<file path="src/rtl/serial_adder_pkg.sv">
// Shared types and constants for the bit-serial add/subtract sequencer.
package serial_adder_pkg;

    typedef enum logic [1:0] {
        SA_IDLE = 2'd0,
        SA_RUN  = 2'd1,
        SA_DONE = 2'd2
    } sa_state_t;

    localparam int SA_DEFAULT_WIDTH = 8;

    // The counter must be able to hold WIDTH itself after the last increment.
    function automatic int sa_cnt_width(input int width);
        return $clog2(width + 1);
    endfunction

endpackage

</file>
<file path="src/rtl/serial_adder_ctrl_full_adder.sv">
// Single-bit full adder cell shared by every bit position of the serial sequencer.
module fullAdder (
    input  logic a,
    input  logic b,
    input  logic cin,
    output logic sum,
    output logic cout
);

    assign sum  = a ^ b ^ cin;
    assign cout = (a & b) | (cin & (a ^ b));

endmodule

</file>
<file path="src/rtl/serial_adder_ctrl.sv">
// Bit-serial add/subtract sequencer: one full adder, LSB first, valid/ready on both sides.
// Optional feature macro: SERIAL_ADDER_CTRL_OVERFLOW_EN (two's-complement overflow flag).
//
// state   | meaning
// SA_IDLE | waiting for operands, InReady high
// SA_RUN  | one operand bit per clock through the full adder
// SA_DONE | result held, OutValid high until OutReady
module serial_adder_ctrl
    import serial_adder_pkg::*;
#(
    parameter int WIDTH = SA_DEFAULT_WIDTH
) (
    input  logic             Clk,
    input  logic             Rst,
    input  logic             InValid,
    output logic             InReady,
    input  logic [WIDTH-1:0] A,
    input  logic [WIDTH-1:0] B,
    input  logic             Sub,
    output logic             OutValid,
    input  logic             OutReady,
    output logic [WIDTH-1:0] Result,
    output logic             CarryOut,
    output logic             Overflow
);

    localparam int CW = sa_cnt_width(WIDTH);
    localparam logic [CW-1:0] LAST = CW'(WIDTH - 1);

    sa_state_t state, state_next;

    logic [CW-1:0]    cnt;
    logic             carry;
    logic [WIDTH-1:0] opa;
    logic [WIDTH-1:0] opb;
    logic [WIDTH-1:0] acc;
    logic [WIDTH-1:0] acc_next;
    logic             fa_sum;
    logic             fa_cout;
    logic             last_bit;

    fullAdder u_fa (
        .a    (opa[0]),
        .b    (opb[0]),
        .cin  (carry),
        .sum  (fa_sum),
        .cout (fa_cout)
    );

    assign last_bit = (cnt == LAST);
    // Written as a shift/OR so WIDTH=1 needs no empty slice.
    assign acc_next = (acc >> 1) | (WIDTH'(fa_sum) << (WIDTH - 1));

    always_ff @(posedge Clk or posedge Rst) begin
        if (Rst) begin
            state <= SA_IDLE;
        end else begin
            state <= state_next;
        end
    end

    always_comb begin
        state_next = state;
        InReady    = 1'b0;
        OutValid   = 1'b0;
        case (state)
            SA_IDLE: begin
                InReady = 1'b1;
                if (InValid) begin
                    state_next = SA_RUN;
                end
            end
            SA_RUN: begin
                if (last_bit) begin
                    state_next = SA_DONE;
                end
            end
            SA_DONE: begin
                OutValid = 1'b1;
                if (OutReady) begin
                    state_next = SA_IDLE;
                end
            end
            default: state_next = SA_IDLE;
        endcase
    end

    always_ff @(posedge Clk or posedge Rst) begin
        if (Rst) begin
            cnt      <= '0;
            carry    <= 1'b0;
            opa      <= '0;
            opb      <= '0;
            acc      <= '0;
            Result   <= '0;
            CarryOut <= 1'b0;
        end else begin
            case (state)
                SA_IDLE: begin
                    if (InValid) begin
                        opa   <= A;
                        opb   <= Sub ? ~B : B;
                        carry <= Sub;
                        cnt   <= '0;
                    end
                end
                SA_RUN: begin
                    opa   <= opa >> 1;
                    opb   <= opb >> 1;
                    acc   <= acc_next;
                    carry <= fa_cout;
                    cnt   <= cnt + 1'b1;
                    if (last_bit) begin
                        Result   <= acc_next;
                        CarryOut <= fa_cout;
                    end
                end
                default: ;
            endcase
        end
    end

`ifdef SERIAL_ADDER_CTRL_OVERFLOW_EN
    logic overflow_q;

    // In the last RUN cycle the carry flop holds the carry into the MSB.
    always_ff @(posedge Clk or posedge Rst) begin
        if (Rst) begin
            overflow_q <= 1'b0;
        end else if (state == SA_RUN && last_bit) begin
            overflow_q <= carry ^ fa_cout;
        end
    end

    assign Overflow = overflow_q;
`else
    assign Overflow = 1'b0;
`endif

endmodule

</file>
<file path="config.mk">
export PLATFORM = sky130hd
export DESIGN_NAME = serial_adder_ctrl
export DESIGN_NICKNAME = d
export VERILOG_FILES = /design/src/rtl/serial_adder_pkg.sv /design/src/rtl/serial_adder_ctrl_full_adder.sv /design/src/rtl/serial_adder_ctrl.sv
export SDC_FILE = /design/constraint.sdc
export NUM_CORES = 1
export LEC_CHECK = 0
export ABC_AREA = 1
export CORE_ASPECT_RATIO = 0.75
export CORE_MARGIN = 8
export CORE_UTILIZATION = 34
export CTS_CLUSTER_DIAMETER = 200
export CTS_CLUSTER_SIZE = 20
export DETAILED_ROUTE_END_ITERATION = 12
export PLACE_DENSITY = 0.67
export SYNTH_ARGS = -nofsm -noshare
export SYNTH_HDL_FRONTEND = slang
export SYNTH_SLANG_ARGS = --single-unit
export TNS_END_PERCENT = 5
</file>
<file path="constraint.sdc">
create_clock -name Clk -period 1.05 [get_ports Clk]
set_input_delay 0.105 -clock Clk [delete_from_list [all_inputs] [get_ports Clk]]
set_output_delay 0.105 -clock Clk [all_outputs]
set_load 0.02 [all_outputs]
</file>
# Word level (Yosys, flattened, before mapping)
# Index checks and enable logic that the tools add are counted.
[classes]
muxes = 15
n_reduce_logical = 5
bitwise_logic = 7
addsub = 1
eq_ne = 6
[ops]
columns = ["cell", "n"]
rows = [
  ["case mux 8 bit (2 select lines)", 2],
  ["2-to-1 mux 8 bit", 3],
  ["NOT 8 bit", 1],
  ["bitwise OR 7 x 8 -> 8 bit", 1],
  ["case mux 4 bit (2 select lines)", 1],
  ["2-to-1 mux 2 bit", 3],
  ["inequality test 2 bit (second input constant)", 3],
  ["case mux 2 bit (3 select lines)", 1],
  ["adder 4 x 1 -> 4 bit (second input constant)", 1],
  ["equality test 4 x 3 -> 1 bit (second input constant)", 1],
  ["2-to-1 mux 4 bit", 1],
  ["AND reduction 2 bit", 2],
  ["2-to-1 mux 1 bit", 3],
  ["AND reduction 3 bit", 1],
  ["AND 1 bit", 2],
  ["equality test 2 x 1 -> 1 bit (second input constant)", 1],
  ["equality test 2 bit (second input constant)", 1],
  ["zero test 2 bit", 1],
  ["case mux 1 bit (2 select lines)", 1],
  ["nonzero test 2 bit", 1],
  ["bitwise XOR 1 bit", 2],
  ["bitwise OR 1 bit", 1],
]
[totals]
ff_bits = 40

# Depth between registers and ports, before layout
[logic_depth]
depth_word = 4
mapped_depth = 6

# By module
# From an unflattened synthesis, not the netlist that was laid out.
[hier_totals]
hier_cells = 226
area_unflattened_um2 = 1840.5
[modules_own_cells]
columns = ["mod", "area_per_inst_um2", "seq_area_each_um2", "n_inst", "cells_each"]
rows = [
  ["serial_adder_ctrl", 1820.5, 975.9, 1, 225],
  ["fullAdder", 20.0, 0.0, 1, 1],
]

# Least setup slack after synthesis
# No wires, ideal clock.
[synth_timing]
path_kind = "flip-flop to flip-flop"
from = "reg state[0]"
to = "reg opb[0]"
slack_ns = -0.196
setup_ns = 0.068
period_less_slack_ns = 1.246
stages_incl_launch_ff = 6
arrival_time_ns = 1.177
required_ns = 0.982
path_cell_list = "dfrtp_1 -> nor2_2 -> nand2_2 -> inv_1 -> nand2_1 -> nand3_1"
[synth_via]
elab_chain_cells = 3
[synth_lines]
columns = ["item", "line_no", "rtl"]
rows = [
  ["start: declaration", "serial_adder_ctrl.sv:30", "sa_state_t state, state_next;"],
  ["start signal: assignment", "serial_adder_ctrl.sv:58", "state <= state_next;"],
  ["equality test 2 x 1 -> 1 bit / zero test 2 bit (equally long branches)", "serial_adder_ctrl.sv:98", "case (state)"],
  ["nonzero test 2 bit (no line) / inequality test 2 bit (equally long branches)", "-", ""],
  ["AND reduction 2 bit (no line)", "-", ""],
  ["end signal: assignment", "serial_adder_ctrl.sv:102", "opb <= Sub ? ~B : B;"],
  ["end signal: assignment", "serial_adder_ctrl.sv:109", "opb <= opb >> 1;"],
  ["end: declaration", "serial_adder_ctrl.sv:35", "logic [WIDTH-1:0] opb;"],
]
# Parallel ways exist; a longest one is shown, timed or not.
# A chain may end at the register's enable or synchronous reset.

# Worst setup path after layout
[layout_timing]
from = "reg opb[0]"
to = "reg acc[7]"
[layout_via]
elab_chain_cells = 3
[layout_lines]
columns = ["item", "line_no", "rtl"]
rows = [
  ["bitwise XOR 1 bit (2 in series)", "serial_adder_ctrl_full_adder.sv:10", "assign sum = a ^ b ^ cin;"],
  ["named net fa_sum", "serial_adder_ctrl.sv:38", "logic fa_sum;"],
  ["bitwise OR 7 x 8 -> 8 bit", "serial_adder_ctrl.sv:52", "assign acc_next = (acc >> 1) | (WIDTH'(fa_sum) << (WIDTH - 1));"],
  ["end signal: assignment", "serial_adder_ctrl.sv:110", "acc <= acc_next;"],
  ["end: declaration", "serial_adder_ctrl.sv:36", "logic [WIDTH-1:0] acc;"],
]
# The timed path passes the listed nets, and every way through them passes these cells.

==> impl_results.md <==
* TritonCTS clock tree: done
* Final setup viols at 41
* First-pass GRT wire length at 7231 µm
* Synth Net Count at 250
* Max Transition Viols Final at 0
* Grt met1 use at 14.34%
* Cell Count, Final, Fillers Out at 356
* Total power at 7.007 mW
* Syn avg cell area at 8.003 µm²
* Ant. Diodes at 0
* P per Cell Area at 2575 nW/µm²
* Status: finished, violations left
* Seq cells post-synth at 39
* Post-synth cell types at 17
* CTS root buf: clkbuf_8
* R2R depth at 3
* Most area-consuming cells after synthesis: dfrtp_1 54%, nand2_1 20%, nand3_1 13%, inv_1 2.9%, buf_2 2.5%
* Worst path cell trace: fa_2 > nand2_1 > o21ai_1
* Antenna violations before repair at 0
* Sequential area share after synthesis at 53.72%
* Starting Density at 34.69%
* Post-DP HPWL at 2897 µm
* Max Freq at 813.1 MHz
* DR iter-0 viols at 93
* Gpl congestion at 0.7405
* Routed WL per cell at 13.08 µm
* IO Port Bufs at 31
* Synth area leader: dfrtp_1
* Cell area after layout at 2721 µm²
* Clk pin slew, worst setup/hold paths at 0.08 ns
* Clk buf depth at 2
* WP depth at 3
* Hold_buf cts at 0
* IO Pins at 33
* Placed cells at 342
* Commonest cells post-synth: 97 x nand2_1, 47 x nand3_1, 39 x dfrtp_1, 14 x inv_1, 9 x buf_2
* CP Launch Point: opb[0]$_DFFE_PP0P_
* Vias per cell at 4.652
* Tcrit/Tclk final at 117.1%
* HP Class: in -> async
* Failing checks: setup timing
* Unrepaired setup endpoints after global routing: yes
* Die height at 79.31 µm
* Die Width at 100.4 µm
* Gr busiest metal: met2
* First-pass iteration count of the detailed router at 4
* R2r setup slk at -0.18 ns
* Hold Fails Final Rpt at 0
* Lkg Pwr at 1.398 nW
* Top-count cell post-synth: nand2_1
* Number of synthesized flops with an enable pin at 0
* Slowest stage cell, crit path: fa_2
* Met3 Use GR at 3.843%
* Critical Path RT at 1.27 ns
* Crit path buffers/inverters at 0
* Die area at 7963 µm²
* Final period demand of the worst path at 1.230 ns
* Vias in the first global route at 1,630
* Crit Path Max Fanout at 2
* CTS sink cnt at 39
* Prevailing post-synth register cell: dfrtp_1
* Final WS setup at -0.1799 ns
* Worst-skew pair later-pin latency at 0.29 ns
* CTS buffer count at 5
* R2R Path End: acc[7]$_DFFE_PP0P_
* Row cnt at 23
* Async S/R FF share, synth at 100.0%
* Max-Cap Viols at 0
* Fill count at 498
* Core area at 5238 µm²
* Cells after Synth at 227
* Share of cells above drive strength 1 at 31.32%
* Total grt overflow at 0
* Placed inst area at 2344 µm²
* DRC Markers at 0
* Total GRT Usage at 11.42%
* Endpoint class of the critical path: register
* Critical path's largest stage delay at 0.61 ns
* Pin count of the biggest net entering global routing at 40
* Setup crit end: acc[7]$_DFFE_PP0P_
* Worst r2r src: opb[0]$_DFFE_PP0P_
* DRT Wirelength at 4656 µm
* Crit path kind: reg -> reg
* Peak supply drop at 997.6 µV
* Fin nets at 303
* Netlist Area Pre-Place at 1817 µm²
* Post-Route Utilization at 51.96%
* Synth Warn # at 0
* Cell family with most CP delay: adder cells
* H-tree depth at 2
* Worst setup SP type: register
* Area Growth Syn to Fin at 49.79%
* Top cell type's share of synthesized area at 53.72%
* Worst endpoint data arrival time at 1.45 ns
* Clock skew at 0.008275 ns
* Routed Antenna Nets at 0
* Met2 usage at 17.73%
* Detailed-route via count at 1,656
-- power breakdown --
| group | total (mW) | internal [mW] | switching [mW] |
|---|---|---|---|
| Sequential | 2.56 | 2.13 | 0.435 |
| Clock | 1.26 | 0.707 | 0.549 |
| Combinational | 3.19 | 1.39 | 1.80 |
-- cell usage in the layout (no fill, tap or decap) --
| cell type | n |
|---|---|
| nand2_8 | 2 |
| clkbuf_16 | 2 |
| nor2_4 | 4 |
| buf_12 | 2 |
| inv_1 | 12 |
| xnor2_1 | 1 |
| nand3_2 | 26 |
| nor2_1 | 2 |
| dfrtp_2 | 2 |
| ha_2 | 1 |
| o21ai_2 | 2 |
| buf_4 | 16 |
| nand3_1 | 21 |
| nand2_4 | 2 |
| clkbuf_8 | 5 |
| clkinv_4 | 1 |
| inv_4 | 1 |
| buf_2 | 9 |
| conb_1 | 1 |
| buf_8 | 1 |
| buf_6 | 6 |
| clkinv_2 | 1 |
| o21ai_0 | 1 |
| fa_2 | 1 |
| inv_2 | 1 |
| clkdlybuf4s50_1 | 20 |
| nand4_1 | 1 |
| dfrtp_1 | 37 |
| nand2_1 | 93 |
| nand2_2 | 2 |
| o21ai_1 | 3 |
| bufinv_16 | 1 |
| o31ai_1 | 1 |
-- metrics by stage --
step | TNS, ns | setup slack, ns | hold WS (ns)
after floorplan | -0.5815 | -0.05034 | 0.2017
after global placement | -6.912 | -0.2720 | 0.4534
after detailed placement | -7.964 | -0.3025 | 0.4535
after CTS | -3.285 | -0.1359 | 0.1663
after global routing | -6.620 | -0.2262 | 0.2022
final | -4.322 | -0.1799 | 0.1533
-- cell families after synthesis --
logic type                 Yosys count  share of synthesized area, %
AOI/OAI and AO/OA                    7                         2.066
xor gates and xnor gates             1                        0.4822
adders and majority gates            2                         1.791
buffers and inverters               24                         5.785
DFF                                 39                         53.72
other                                1                        0.2064
and+or+nand+nor                    153                         35.95
-- layout make-up --
class	count	area [µm²]	share of cell area, %
clock buffer	5	68.82	2.529
tap	75	93.84	3.448
inverter	14	55.05	2.023
multi-input combinational	164	943.4	34.67
sequential	39	978.4	35.95
timing repair buffer	56	538.0	19.77
clock inverter	3	43.79	1.609
-- worst min-delay path: cells and delay by family --
family   cells  cell delay [ns]
buf+inv      3             0.70
-- sequential cells by signal, indices dropped and copies added (netlist names) --
register,flops
cnt,4
opb,8
carry,1
opa,8
CarryOut,1
Result,8
acc,7
state,2
-- worst min-delay path by stage --
stage / startpoint / endpoint / slack [ns] / depth (start not counted)
4_1_cts: Rst / Result[3]$_DFFE_PP0P_ / 0.17 / 3
3_3_place_gp: acc[7]$_DFFE_PP0P_ / Result[6]$_DFFE_PP0P_ / 0.45 / 2
2_1_floorplan: OutReady / state[1]$_DFFE_PP0P_ / 0.20 / 1
3_5_place_dp: acc[7]$_DFFE_PP0P_ / Result[6]$_DFFE_PP0P_ / 0.45 / 2
5_1_grt: Rst / opb[3]$_DFFE_PP0P_ / 0.20 / 3
6_report: Rst / opa[4]$_DFFE_PP0P_ / 0.15 / 3
-- metal layers --
metal	routed length, µm	part of all wire [%]	vias up
li1	-	-	829
met4	53	1.1	0
met3	277	5.9	8
met2	2159	46	32
met5	0	0	-
met1	2165	46	787
-- repair_timing --
action,in CTS,in global routing
endpoints found under the setup margin,50,50
pin swaps,3,12
gates resized for setup,55,50
buffers inserted,1,2
cloned,1,2
No activity file was read; power rests on OpenSTA's default activity.
==> RTL change, RTL diff (config.mk and constraints unchanged) <==
Set the package constant `SA_DEFAULT_WIDTH` to 7 (it was 8).
--- a/src/rtl/serial_adder_pkg.sv
+++ b/src/rtl/serial_adder_pkg.sv
@@ -7,7 +7,7 @@
         SA_DONE = 2'd2
     } sa_state_t;
 
-    localparam int SA_DEFAULT_WIDTH = 8;
+    localparam int SA_DEFAULT_WIDTH = 7;
 
     // The counter must be able to hold WIDTH itself after the last increment.
     function automatic int sa_cnt_width(input int width);
Ports: changed (resized A, B and Result); port bits go from 33 to 30. The function was not compared with the original's and may differ.
==> RTL change against the unedited design <==
The run still ends with negative setup slack left; design area is 13% lower; worst setup slack better by 0.061 ns; area after synthesis is 11% lower; synthesized cell count is 15% lower; sequential cell count is 5 lower; largest cell class unchanged; wire length is 18% lower; power is 12% lower; cell count is 15% lower; combinational power is 4% lower; highest routed layer unchanged.
==> RTL change: results (changes against the unedited design) <==
.. list-table::
   :header-rows: 1

   * - Metric
     - Value
   * - RR Endpoint
     - Result[6]$_DFFE_PP0P_ (was acc[7]$_DFFE_PP0P_)
   * - Clk Latency, worst-skew pair
     - 0.29 ns (about the same)
   * - Overall fraction of global-route tracks in use
     - 0.112 (was 0.114)
   * - Sequential-to-total area share from yosys stat
     - 0.524 (was 0.537)
   * - Number of violations reported at the end of detailed-routing iteration 0
     - 63 (was 93)
   * - Placer's final routability congestion estimate
     - 0.757 (was 0.741)
   * - Distinct cell type count after synthesis
     - 20 (was 17)
   * - Global routing usage on met2
     - 0.179 (was 0.177)
   * - Max IR drop VDD
     - 0.00115 V (was 0.000998 V)
   * - Outcome
     - finished with violations (unchanged)
   * - Worst hold slack
     - 0.148 ns (was 0.153 ns)
   * - Standard cell area after detailed placement
     - 2090 um2 (was 2340 um2)
   * - Standard cell with the maximum stage delay on the critical path
     - fa_1 (was fa_2)
   * - Setup skew after layout
     - 0.00285 ns (was 0.00828 ns)
   * - Detailed Place HPWL
     - 2550 um (was 2900 um)
   * - Top cell types by occurrence after synthesis
     - nand2_1 (62), nand3_1 (41), dfrtp_1 (34) (was nand2_1 (97), nand3_1 (47), dfrtp_1 (39))
   * - Met3 track demand over resource in global routing
     - 0.0492 (was 0.0384)
   * - Met2 routed wirelength
     - 1850 um (was 2160 um)
   * - Met3 WL post-DR
     - 207 um (was 277 um)
   * - Number of gates given a new drive strength after cts
     - 48 (was 55)
   * - Final nets
     - 267 (was 303)
   * - Violated checks
     - negative setup slack (unchanged)
   * - Wire length per cell after detailed routing
     - 12.7 um (was 13.1 um)
   * - Area contributors post-synth
     - dfrtp_1 (52%), nand2_1 (14%), nand3_1 (13%) (was dfrtp_1 (54%), nand2_1 (20%), nand3_1 (13%))
   * - Post-synth net total
     - 216 (was 250)
   * - Met1 demand-to-capacity share in global routing
     - 0.130 (was 0.143)
   * - Fillers
     - 426 (was 498)
   * - Layout cells sized above 1
     - 0.355 (was 0.313)
   * - IO Port Bufs
     - 28 (was 31)
   * - Stage delay of the slowest cell on the critical path
     - 0.55 ns (was 0.61 ns)
   * - Pre-CTS setup slack
     - -0.264 ns (was -0.303 ns)
   * - Pin count of the biggest net entering global routing
     - 35 (was 40)
   * - Largest regs
     - Result: 7 flops, opa: 7 flops, opb: 7 flops (was Result: 8 flops, opa: 8 flops, opb: 8 flops)
   * - Global-route wire length before repair
     - 6230 um (was 7230 um)
   * - Worst path arrival time
     - 1.39 ns (was 1.45 ns)
   * - Post-Route M1 WL
     - 1730 um (was 2170 um)
   * - Setup WS post-layout
     - -0.119 ns (was -0.180 ns)
   * - Clock network power
     - 916 uW (was 1260 uW)
   * - Leakage dissipation
     - 0.00120 uW (was 0.00140 uW)
   * - Setup violations, final
     - 33 (was 41)
   * - Vias
     - 1411 (was 1656)
## RTL change: worst max-delay path by stage
stage                    startpoint               endpoint  slack [ns]  cells past startpoint
2_1_floorplan    cnt[0]$_DFFE_PP0P_  Result[5]$_DFFE_PP0P_       -0.09                      8
3_3_place_gp   state[0]$_DFFE_PP0P_                InReady       -0.27                      2
3_5_place_dp   state[0]$_DFFE_PP0P_                InReady       -0.26                      2
4_1_cts           carry$_DFFE_PP0P_     acc[6]$_DFFE_PP0P_       -0.14                      3
5_1_grt          opa[0]$_DFFE_PP0P_  Result[6]$_DFFE_PP0P_       -0.17                      3
6_report         opa[0]$_DFFE_PP0P_  Result[6]$_DFFE_PP0P_       -0.12                      3
## RTL change: cells by family (layout without fill, tap and decap cells)
kind of cell	after synthesis	in the layout	synth area share
AOI/OAI and AO/OA	16	16	0.0647
xor gates and xnor gates	1	1	0.00539
adders and majority gates	3	3	0.0277
buffers and inverters	28	78	0.0786
DFF	34	34	0.524
other	1	1	0.00231
and+or+nand+nor	111	112	0.297
## RTL change: worst max-delay path: cells and delay by family, from the launching register on
kind / cells / cell delay, ns
adder cells (fa/ha/maj): 1 / 0.55
flip-flops: 1 / 0.40
AO/OA/AOI/OAI: 1 / 0.10
buffers and inverters: 1 / 0.05
## RTL change: cell type report
type                    count  area (um2)  area share
multi-input cells         133         796       0.336
clock inverters             2        10.0     0.00423
flip-flops and latches     34         852       0.360
clock buffers               5        68.8      0.0291
repair buffers             52         487       0.205
well taps                  57        71.3      0.0301
inverters                  19        83.8      0.0354
## RTL change: per-stage QoR
stage	setup TNS, ns	utilization	total power, uW	instances
after CTS	-2.87	0.490	5590	295
after global routing	-4.21	0.524	6640	302
after detailed placement	-4.33	0.463	4530	287
final	-2.23	0.524	6140	302
after floorplan	-1.40	-	3550	194
after global placement	-3.71	0.463	4460	287
